[config.mk]
export PLATFORM = sky130hd
export DESIGN_NAME = hssi_axis_pkt_monitor
export DESIGN_NICKNAME = d
export VERILOG_FILES = /design/src/rtl/hssi_axis_pkt_monitor.sv
export SDC_FILE = /design/constraint.sdc
export NUM_CORES = 1
export LEC_CHECK = 0
export BUFFER_PORTS_ARGS = -buffer_cell sky130_fd_sc_hd__buf_2
export CAP_MARGIN = 40
export CORE_MARGIN = 2
export CORE_UTILIZATION = 39
export DETAILED_ROUTE_END_ITERATION = 8
export HOLD_SLACK_MARGIN = 0.05
export PLACE_DENSITY_LB_ADDON = 0.3
export SLEW_MARGIN = 20
export SYNTH_ARGS = -nofsm -noshare
export SYNTH_HDL_FRONTEND = slang
export SYNTH_SLANG_ARGS = --single-unit
[constraint.sdc]
create_clock -name clk -period 2.53 [get_ports clk]
set_clock_uncertainty 0.1 [all_clocks]
set_input_delay 0.3795 -clock clk [delete_from_list [all_inputs] [get_ports clk]]
set_output_delay 0.3795 -clock clk [all_outputs]
set_load 0.05 [all_outputs]
[src/rtl/hssi_axis_pkt_monitor.sv]
// Passive per-packet monitor for one HSSI AXI-Stream channel.
// Watches the tapped handshake, accumulates byte/beat counts, timestamps and
// protocol flags per packet, and queues one summary record per packet in a
// small FIFO that the transaction logger drains over a valid/ready port.
module hssi_axis_pkt_monitor #(
    parameter int DATA_W     = 64,
    parameter int KEEP_W     = DATA_W / 8,
    parameter int LEN_W      = 16,
    parameter int TS_W       = 32,
    parameter int FIFO_DEPTH = 4,
    parameter int DROP_W     = 16
) (
    input  logic              clk,
    input  logic              SoftReset_n,
    input  logic              mon_tvalid,
    input  logic              mon_tready,
    input  logic [DATA_W-1:0] mon_tdata,
    input  logic [KEEP_W-1:0] mon_tkeep,
    input  logic              mon_tlast,
    input  logic              mon_tuser,
    output logic              rec_valid,
    input  logic              rec_ready,
    output logic [LEN_W-1:0]  rec_bytes,
    output logic [LEN_W-1:0]  rec_beats,
    output logic [TS_W-1:0]   rec_sop_ts,
    output logic [TS_W-1:0]   rec_eop_ts,
    output logic [3:0]        rec_flags,
    output logic [DROP_W-1:0] drop_cnt,
    output logic [TS_W-1:0]   cyc_cnt
);

    localparam int PTR_W = (FIFO_DEPTH > 1) ? $clog2(FIFO_DEPTH) : 1;
    localparam int CNT_W = PTR_W + 1;

    localparam int FLG_USER  = 0;
    localparam int FLG_STALL = 1;
    localparam int FLG_SAT   = 2;
    localparam int FLG_KEEP  = 3;

    typedef enum logic {
        S_IDLE   = 1'b0,
        S_IN_PKT = 1'b1
    } state_t;

    typedef struct packed {
        logic [LEN_W-1:0] bytes;
        logic [LEN_W-1:0] beats;
        logic [TS_W-1:0]  sop_ts;
        logic [TS_W-1:0]  eop_ts;
        logic [3:0]       flags;
    } rec_t;

    // Number of valid byte lanes in a beat (KEEP_W must fit in LEN_W bits).
    function automatic logic [LEN_W-1:0] popcount(input logic [KEEP_W-1:0] k);
        logic [LEN_W-1:0] c;
        c = '0;
        for (int i = 0; i < KEEP_W; i++) begin
            c = c + LEN_W'(k[i]);
        end
        return c;
    endfunction

    // Saturating add; the top bit of the result reports that saturation hit.
    function automatic logic [LEN_W:0] sat_add(input logic [LEN_W-1:0] a,
                                              input logic [LEN_W-1:0] b);
        logic [LEN_W:0] s;
        s = {1'b0, a} + {1'b0, b};
        if (s[LEN_W]) begin
            s = {1'b1, {LEN_W{1'b1}}};
        end
        return s;
    endfunction

    // Non-last beats must be full; the last beat must be a non-empty run of
    // ones starting at lane 0 (k+1 is then a power of two, or wraps to 0).
    function automatic logic keep_illegal(input logic [KEEP_W-1:0] k,
                                          input logic             last);
        if (!last) begin
            return k != '1;
        end
        return (k == '0) || ((k & (k + KEEP_W'(1))) != '0);
    endfunction

    // Registers
    state_t             state_q, state_d;
    logic [TS_W-1:0]    cyc_q, cyc_d;
    logic [LEN_W-1:0]   bytes_q, bytes_d;
    logic [LEN_W-1:0]   beats_q, beats_d;
    logic [TS_W-1:0]    sop_ts_q, sop_ts_d;
    logic [3:0]         flags_q, flags_d;
    logic               pend_viol_q, pend_viol_d;
    logic               stall_q, stall_d;
    logic [DATA_W-1:0]  hold_data_q, hold_data_d;
    logic [KEEP_W-1:0]  hold_keep_q, hold_keep_d;
    logic               hold_last_q, hold_last_d;
    logic               hold_user_q, hold_user_d;
    logic               stg_valid_q, stg_valid_d;
    rec_t               stg_rec_q, stg_rec_d;
    logic [PTR_W-1:0]   wr_ptr_q, wr_ptr_d;
    logic [PTR_W-1:0]   rd_ptr_q, rd_ptr_d;
    logic [CNT_W-1:0]   occ_q, occ_d;
    logic [DROP_W-1:0]  drop_q, drop_d;
    rec_t               mem_q [FIFO_DEPTH];

    // Combinational helpers
    logic               beat;
    logic               viol;
    logic [LEN_W-1:0]   keep_cnt;
    logic               keep_err;
    logic [LEN_W:0]     byte_sum;
    logic [LEN_W:0]     beat_sum;
    logic [3:0]         flags_nxt;
    logic               fifo_full;
    logic               fifo_pop;
    logic               fifo_push;
    logic               fifo_drop;
    rec_t               head;

    // Observe the stream: beats, lane counts and the held-word stability check.
    always_comb begin
        beat        = mon_tvalid & mon_tready;
        keep_cnt    = popcount(mon_tkeep);
        keep_err    = keep_illegal(mon_tkeep, mon_tlast);
        // A word offered but not taken last cycle must still be offered, unchanged.
        viol        = stall_q & (!mon_tvalid
                                 || (mon_tdata != hold_data_q)
                                 || (mon_tkeep != hold_keep_q)
                                 || (mon_tlast != hold_last_q)
                                 || (mon_tuser != hold_user_q));
        stall_d     = mon_tvalid & ~mon_tready;
        hold_data_d = mon_tdata;
        hold_keep_d = mon_tkeep;
        hold_last_d = mon_tlast;
        hold_user_d = mon_tuser;
        cyc_d       = cyc_q + TS_W'(1);
    end

    // Packet FSM: accumulate per-packet fields and stage the finished record.
    always_comb begin
        state_d     = state_q;
        bytes_d     = bytes_q;
        beats_d     = beats_q;
        sop_ts_d    = sop_ts_q;
        flags_d     = flags_q;
        pend_viol_d = pend_viol_q;
        stg_valid_d = 1'b0;
        stg_rec_d   = stg_rec_q;

        // Running totals including this beat; a new packet starts from zero.
        byte_sum = sat_add(bytes_q, keep_cnt);
        beat_sum = sat_add(beats_q, LEN_W'(1));
        if (state_q == S_IDLE) begin
            byte_sum = sat_add('0, keep_cnt);
            beat_sum = sat_add('0, LEN_W'(1));
        end

        // Flags including this cycle; a stall violation seen while idle
        // belongs to the packet that the stalled word was going to open.
        flags_nxt = flags_q;
        if (state_q == S_IDLE) begin
            flags_nxt = '0;
            flags_nxt[FLG_STALL] = pend_viol_q;
        end
        if (viol) begin
            flags_nxt[FLG_STALL] = 1'b1;
        end
        if (beat) begin
            flags_nxt[FLG_USER] = flags_nxt[FLG_USER] | mon_tuser;
            flags_nxt[FLG_SAT]  = flags_nxt[FLG_SAT] | byte_sum[LEN_W] | beat_sum[LEN_W];
            flags_nxt[FLG_KEEP] = flags_nxt[FLG_KEEP] | keep_err;
        end

        case (state_q)
            S_IDLE: begin
                if (beat) begin
                    pend_viol_d = 1'b0;
                    if (mon_tlast) begin
                        stg_valid_d      = 1'b1;
                        stg_rec_d.bytes  = byte_sum[LEN_W-1:0];
                        stg_rec_d.beats  = beat_sum[LEN_W-1:0];
                        stg_rec_d.sop_ts = cyc_q;
                        stg_rec_d.eop_ts = cyc_q;
                        stg_rec_d.flags  = flags_nxt;
                    end else begin
                        state_d  = S_IN_PKT;
                        bytes_d  = byte_sum[LEN_W-1:0];
                        beats_d  = beat_sum[LEN_W-1:0];
                        sop_ts_d = cyc_q;
                        flags_d  = flags_nxt;
                    end
                end else if (viol) begin
                    pend_viol_d = 1'b1;
                end
            end
            S_IN_PKT: begin
                if (beat && mon_tlast) begin
                    stg_valid_d      = 1'b1;
                    stg_rec_d.bytes  = byte_sum[LEN_W-1:0];
                    stg_rec_d.beats  = beat_sum[LEN_W-1:0];
                    stg_rec_d.sop_ts = sop_ts_q;
                    stg_rec_d.eop_ts = cyc_q;
                    stg_rec_d.flags  = flags_nxt;
                    state_d          = S_IDLE;
                    flags_d          = '0;
                end else begin
                    flags_d = flags_nxt;
                    if (beat) begin
                        bytes_d = byte_sum[LEN_W-1:0];
                        beats_d = beat_sum[LEN_W-1:0];
                    end
                end
            end
            default: begin
                state_d = S_IDLE;
            end
        endcase
    end

    // Record FIFO control: a pop frees a slot for a push in the same cycle.
    always_comb begin
        fifo_full = (occ_q == CNT_W'(FIFO_DEPTH));
        fifo_pop  = (occ_q != '0) & rec_ready;
        fifo_push = stg_valid_q & (~fifo_full | fifo_pop);
        fifo_drop = stg_valid_q & fifo_full & ~fifo_pop;
        wr_ptr_d  = fifo_push ? wr_ptr_q + PTR_W'(1) : wr_ptr_q;
        rd_ptr_d  = fifo_pop ? rd_ptr_q + PTR_W'(1) : rd_ptr_q;
        occ_d     = occ_q + CNT_W'(fifo_push) - CNT_W'(fifo_pop);
        drop_d    = drop_q;
        if (fifo_drop && (drop_q != '1)) begin
            drop_d = drop_q + DROP_W'(1);
        end
    end

    // State, accumulator, staging and FIFO-control registers.
    always_ff @(posedge clk or negedge SoftReset_n) begin
        if (!SoftReset_n) begin
            state_q     <= S_IDLE;
            cyc_q       <= '0;
            bytes_q     <= '0;
            beats_q     <= '0;
            sop_ts_q    <= '0;
            flags_q     <= '0;
            pend_viol_q <= 1'b0;
            stall_q     <= 1'b0;
            hold_data_q <= '0;
            hold_keep_q <= '0;
            hold_last_q <= 1'b0;
            hold_user_q <= 1'b0;
            stg_valid_q <= 1'b0;
            stg_rec_q   <= '0;
            wr_ptr_q    <= '0;
            rd_ptr_q    <= '0;
            occ_q       <= '0;
            drop_q      <= '0;
        end else begin
            state_q     <= state_d;
            cyc_q       <= cyc_d;
            bytes_q     <= bytes_d;
            beats_q     <= beats_d;
            sop_ts_q    <= sop_ts_d;
            flags_q     <= flags_d;
            pend_viol_q <= pend_viol_d;
            stall_q     <= stall_d;
            hold_data_q <= hold_data_d;
            hold_keep_q <= hold_keep_d;
            hold_last_q <= hold_last_d;
            hold_user_q <= hold_user_d;
            stg_valid_q <= stg_valid_d;
            stg_rec_q   <= stg_rec_d;
            wr_ptr_q    <= wr_ptr_d;
            rd_ptr_q    <= rd_ptr_d;
            occ_q       <= occ_d;
            drop_q      <= drop_d;
        end
    end

    // Record storage; cleared on reset so the outputs read zero afterwards.
    always_ff @(posedge clk or negedge SoftReset_n) begin
        if (!SoftReset_n) begin
            for (int i = 0; i < FIFO_DEPTH; i++) begin
                mem_q[i] <= '0;
            end
        end else if (fifo_push) begin
            mem_q[wr_ptr_q] <= stg_rec_q;
        end
    end

    assign head       = mem_q[rd_ptr_q];
    assign rec_valid  = (occ_q != '0);
    assign rec_bytes  = head.bytes;
    assign rec_beats  = head.beats;
    assign rec_sop_ts = head.sop_ts;
    assign rec_eop_ts = head.eop_ts;
    assign rec_flags  = head.flags;
    assign drop_cnt   = drop_q;
    assign cyc_cnt    = cyc_q;

endmodule

After elaboration in Yosys (flattened, before gate mapping)
Index checks and enable logic that the tools add are counted.
{"block": "op_classes", "muxes": 43, "n_addsub": 16, "eq_ne": 13, "n_bitwise": 20, "order_cmp": 3, "reduce_logical": 18}
{"cell": "100-bit two-way mux", "n": 6}
{"cell": "400-bit bitwise mux", "n": 1}
{"cell": "100-bit binary-select mux with 2-bit select", "n": 1}
{"cell": "100-bit demux with 2-bit select", "n": 1}
{"cell": "100-bit case mux with 2 select lines", "n": 1}
{"cell": "16-bit two-way mux", "n": 8}
{"cell": "17-bit two-way mux", "n": 4}
{"cell": "64-bit inequality test", "n": 1}
{"cell": "16-bit case mux with 2 select lines", "n": 2}
{"cell": "32-bit by 1-bit adder with 32-bit output (second input constant)", "n": 1}
{"cell": "16-bit by 1-bit adder with 17-bit output (second input constant)", "n": 1}
{"cell": "16-bit by 8-bit adder with 17-bit output", "n": 1}
{"cell": "16-bit by 1-bit adder with 16-bit output (second input constant)", "n": 1}
{"cell": "4-bit two-way mux", "n": 4}
{"cell": "16-bit inequality test (second input constant)", "n": 1}
{"cell": "1-bit two-way mux", "n": 11}
{"cell": "7-bit by 1-bit adder with 8-bit output", "n": 1}
{"cell": "8-bit by 1-bit adder with 8-bit output (second input constant)", "n": 1}
{"cell": "8-bit AND", "n": 1}
{"cell": "8-bit zero test", "n": 1}
{"cell": "2-bit inequality test (second input constant)", "n": 4}
{"cell": "8-bit inequality test", "n": 1}
{"cell": "8-bit inequality test (second input constant)", "n": 1}
{"cell": "4-bit case mux with 2 select lines", "n": 1}
{"cell": "29 further kinds", "n": 57}
{"block": "totals", "register_bits": 701, "inputBits": 79}

Logic depth before layout (Yosys ltp)
{"block": "logic_depth", "word_depth": 16, "depth_mapped": 16, "ltp_nobuf": 15}

Least setup slack after synthesis
No wires, ideal clock.
{"block": "synth_timing", "kind": "input to register", "start": "input mon_tkeep[0]", "end": "register stg_rec_q[92] (netlist name)", "required_ns": 2.309, "arrival_ns": 4.090, "setup_ns": 0.121, "slack_ns": -1.781, "stages": 14, "cell_sequence": "inv_1 > fa_1 > fa_1 > fa_1 > inv_1 > ha_1 > fa_1 > fa_1 > a211oi_1 > nor2_2 > and4_1 > xnor2_1 > o21ai_0 > a22o_1"}
{"block": "synth_between", "elab_chain_len": 13}
{"item": "start, declared", "line_no": "18", "source": "input logic [KEEP_W-1:0] mon_tkeep,"}
{"item": "1-bit by 1-bit adder with 2-bit output *", "line_no": "58", "source": "c = c + LEN_W'(k[i]);"}
{"item": "2-bit by 1-bit adder with 3-bit output *", "line_no": "58"}
{"item": "3-bit by 1-bit adder with 4-bit output *", "line_no": "58"}
{"item": "4-bit by 1-bit adder with 5-bit output *", "line_no": "58"}
{"item": "5-bit by 1-bit adder with 6-bit output *", "line_no": "58"}
{"item": "6-bit by 1-bit adder with 7-bit output *", "line_no": "58"}
{"item": "7-bit by 1-bit adder with 8-bit output *", "line_no": "58"}
{"item": "16-bit by 8-bit adder with 17-bit output *", "line_no": "67", "source": "s = {1'b0, a} + {1'b0, b};"}
{"item": "17-bit two-way mux *", "line_no": "68", "source": "if (s[LEN_W]) begin"}
{"item": "17-bit two-way mux *", "line_no": "152", "source": "if (state_q == S_IDLE) begin"}
{"item": "100-bit two-way mux", "line_no": "177", "source": "if (mon_tlast) begin"}
{"item": "100-bit two-way mux", "line_no": "175", "source": "if (beat) begin"}
{"item": "100-bit case mux with 2 select lines *", "line_no": "173", "source": "case (state_q)"}
{"item": "end signal, assigned", "line_no": "269", "source": "stg_rec_q <= stg_rec_d;"}
{"item": "end, declared", "line_no": "98", "source": "rec_t stg_rec_q, stg_rec_d;"}
Every way passes the cells marked *; elsewhere a longest branch is shown, timed or not. The select of a mux whose other input is x is not followed.
A chain may end at the register's enable or synchronous reset.

Worst setup path after layout
{"block": "layout_timing", "start": "input mon_tkeep[0]", "end": "register bytes_q[15]"}
{"block": "layout_between", "elab_chain_len": 13}
{"item": "1-bit by 1-bit adder with 2-bit output *", "line_no": "58"}
{"item": "2-bit by 1-bit adder with 3-bit output *", "line_no": "58"}
{"item": "3-bit by 1-bit adder with 4-bit output *", "line_no": "58"}
{"item": "4-bit by 1-bit adder with 5-bit output *", "line_no": "58"}
{"item": "5-bit by 1-bit adder with 6-bit output *", "line_no": "58"}
{"item": "6-bit by 1-bit adder with 7-bit output *", "line_no": "58"}
{"item": "7-bit by 1-bit adder with 8-bit output *", "line_no": "58"}
{"item": "16-bit by 8-bit adder with 17-bit output *", "line_no": "67"}
{"item": "17-bit two-way mux *", "line_no": "68"}
{"item": "17-bit two-way mux *", "line_no": "152"}
{"item": "16-bit two-way mux, on equally long branches", "line_no": "207, 177"}
{"item": "16-bit two-way mux, on equally long branches", "line_no": "196, 175"}
{"item": "16-bit case mux with 2 select lines *", "line_no": "173"}
{"item": "end signal, assigned", "line_no": "258", "source": "bytes_q <= bytes_d;"}
{"item": "end, declared", "line_no": "87", "source": "logic [LEN_W-1:0] bytes_q, bytes_d;"}
Marks and branches as above.

==> flow_metrics.tcl <==
set metrics [dict create \
    ys_seq_elements 701 \
    cts_sinks 701 \
    min_period_ns 3.732 \
    r2r_cells 9 \
    crit_path_max_fanout 4 \
    hp-class "primary input to asynchronous set/reset pin" \
    arrival_ns 4.13 \
    setup_violations 134 \
    violations "setup timing" \
    cts_root_buf "clkbuf_16" \
    synth_cell_type_count 65 \
    crit_start "mon_tkeep[0]" \
    avgSynthCellArea_sq_um 13.78 \
    drt_wl_total_um 79250 \
    status "complete, but fails checks" \
    crit_end "bytes_q[15]" \
    timing.final.ws_setup_ns -1.202 \
    drc_errors 0 \
    r2r-end "occ_q[2]" \
    synth_top_flop_cell "dfrtp_1" \
    period_share_pct 147.5 \
    place_area_sq_um 33750 \
    yosys.area.top_type_share_pct 56.98 \
    clk_latency_ns 0.65 \
    power.leakage_nw 18.82 \
    core_sq_um 78610 \
    cts_max_path_buffers 3 \
    grt_pass1_vias 21160 \
    synth_warnings 0 \
    syn_inst 2234 \
    crit_path_frequent_cell "fa_1" \
    seq_area_frac_synth_pct 56.98 \
    viasPerCell 5.207 \
    grt_pass1_wl_um 123400 \
    yosys-top-cells-area "dfrtp_1 (57%), mux2_2 (16%), mux4_2 (7.3%)" \
    max_stage_delay_ns 0.55 \
    layout-drive-gt1-share_pct 42.44 \
    nNetsFinal 2733 \
    cp_cell_sequence "buf_12 > inv_12 > fa_1 > fa_1 > fa_1 > inv_2 > ha_4 > fa_2 > xor2_4 > ha_4 > nand3_2 > o211ai_1 > buf_4 > nand4_1 > buf_4 > o41ai_4 > a21oi_2" \
    syn_to_final_growth_pct 27.23 \
    critPathTopFamily "adder cells" \
    worst_slew_pin_slew_ns 0.6268 \
    fillers 6639 \
    cp_data_required_time_ns 2.93 \
    final_cell_mix "dfrtp_1 (697), mux2_2 (436), nand2_1 (229), buf_2 (124), mux4_2 (100)" \
    whs_ns 0.2260 \
    die_area_sq_um 81210 \
    synth_area_sq_um 30790 \
    criticalPathCategory "primary input to register" \
    clk_pin_slew_ns 0.06 \
    cts_tree "built" \
    rr_startpoint "occ_q[1]" \
    register_area_sq_um 17550 \
    grt.overflow.total 0 \
    wl_per_cell_um 21.20 \
    slew_headroom_pct 58.13 \
    place_hpwl_um 50170 \
    grt_max_degree 84 \
    final_common_cell "dfrtp_1" \
    grt.total_usage_pct 19.54 \
    max_cap_violations 0 \
    rows 103 \
    power_density_nw_per_um2 894.9 \
    synth.largest_area_cell "dfrtp_1" \
    crit_buf_inv 5 \
    dr.pass1.iters 5 \
    finalWeightedCongestion 0.8399 \
    fp.dieW_um 285.0 \
    slowest_stage "fa_1" \
    place_ws_ns -1.992 \
    async_flop_share_pct 100.0 \
    grt_setup_unrepaired "yes" \
    start_util_pct 39.16 \
    max-vdd-ir-drop_uv 919.4 \
    dp_cells 3466 \
    ant_nets 0 \
    cts-buffers-inserted 79 \
    worstSetupPathDepth 17 \
    fin_area_sq_um 39170 \
    cts_max_level 3 \
    syn-num-nets 2339 \
    instances_no_fill 3738 \
    num_vias 19460 \
    start_kind "primary input" \
    worstSetupEndpointType "register" \
    port_buffers 227 \
    max_freq_ghz 0.2679 \
    die_h_um 285.0 \
    drt-initial-drc-count 892 \
    maxSlewViolCount 0 \
    reg2reg_slack_ns 0.09 \
    ios 228 \
    multi_input_area_sq_um 12610 \
    antenna_found_initial 3 \
    fin_setup_tns_ns -50.79 \
    hold_viol 0 \
    synth_edf_count 0 \
]
-- through the flow --
stage	power [W]	util (%)
after global routing	0.03661	49.82
after floorplan	0.01850	-
after global placement	0.02080	42.93
after detailed placement	0.02107	42.93
after CTS	0.03536	49.64
final	0.03505	49.83
-- cells by family (layout without fill, tap and decap cells) --
kind of cell / after synthesis / after routing / synth area share (%)
DFF: 701 / 701 / 56.98
adders and majority gates: 26 / 26 / 1.203
and+or+nand+nor: 429 / 429 / 6.828
muxes: 569 / 569 / 24.34
other: 0 / 2 / 0
AOI/OAI and AO/OA: 195 / 195 / 3.739
xor gates and xnor gates: 121 / 121 / 3.442
buffers and inverters: 193 / 645 / 3.475
-- layer usage --
metal	GRT usage, %	wire [um]	part of all wire (%)	vias to the layer above
met5	0	11	0.014	-
met4	6.427	2490	3.1	2
met3	4.264	4010	5.1	148
met2	33.56	40310	51	441
met1	24.55	32430	41	10180
li1	-	-	-	8692
-- Yosys cell counts, drive strengths merged (7+ instances only) --
cell,instances
and3,9
nor3,13
nor2,44
buf,110
nor4,8
a22o,7
nor2b,13
ha,20
nand3,30
mux2i,33
inv,42
dfrtp,701
xnor2,102
o31ai,8
nand2,237
nand2b,23
xor2,19
mux4,100
mux2,436
o21ai,101
nand4,34
a21oi,40
clkbuf,41
-- report_power, final --
| group | switching (W) | internal, W |
|---|---|---|
| Combinational | 0.00499 | 0.00482 |
| Sequential | 0.000884 | 0.0124 |
| Clock | 0.00479 | 0.00715 |
| Total | 0.0107 | 0.0244 |
-- worst min path at each step --
| stage | startpoint | endpoint | slack [ns] | depth (start not counted) |
|---|---|---|---|---|
| finish | SoftReset_n | mem_q[393] | 0.23 | 2 |
| global route | SoftReset_n | mem_q[193] | 0.24 | 2 |
| CTS | SoftReset_n | mem_q[193] | 0.22 | 2 |
| detailed placement | SoftReset_n | mem_q[354] | 0.32 | 1 |
| global placement | SoftReset_n | mem_q[54] | 0.32 | 1 |
| floorplan | SoftReset_n | asynchronous set/reset pin | -0.02 | 0 |
-- final cells by class --
| type | count | share of cell area (%) |
|---|---|---|
| Antenna cell | 2 | 0.01278 |
| Clock buffer | 120 | 6.056 |
| Clock inverter | 19 | 0.9902 |
| Inverter | 42 | 0.4344 |
| Multi-Input combinational cell | 1340 | 32.18 |
| Sequential cell | 701 | 44.81 |
| Tap cell | 1050 | 3.354 |
| Timing Repair Buffer | 464 | 12.15 |
-- what timing repair did --
item | 4_1_cts | 5_1_grt
pin swaps | 22 | 25
hold buffers | 79 | 0
cloned | 13 | 2
endpoints found under the setup margin | 131 | 140
endpoints found under the hold margin | 119 | 0
setup buffers | 40 | 15
gates resized for setup | 297 | 84
-- sequential cells by signal, indices dropped and copies added (netlist names), 8 cells and up, named ones only --
signal / cells
beats_q: 16
sop_ts_q: 32
mem_q: 400
stg_rec_q: 100
hold_data_q: 64
hold_keep_q: 8
drop_cnt: 16
cyc_cnt: 32
bytes_q: 16
Note: power is estimated with default switching activity, not from simulation.
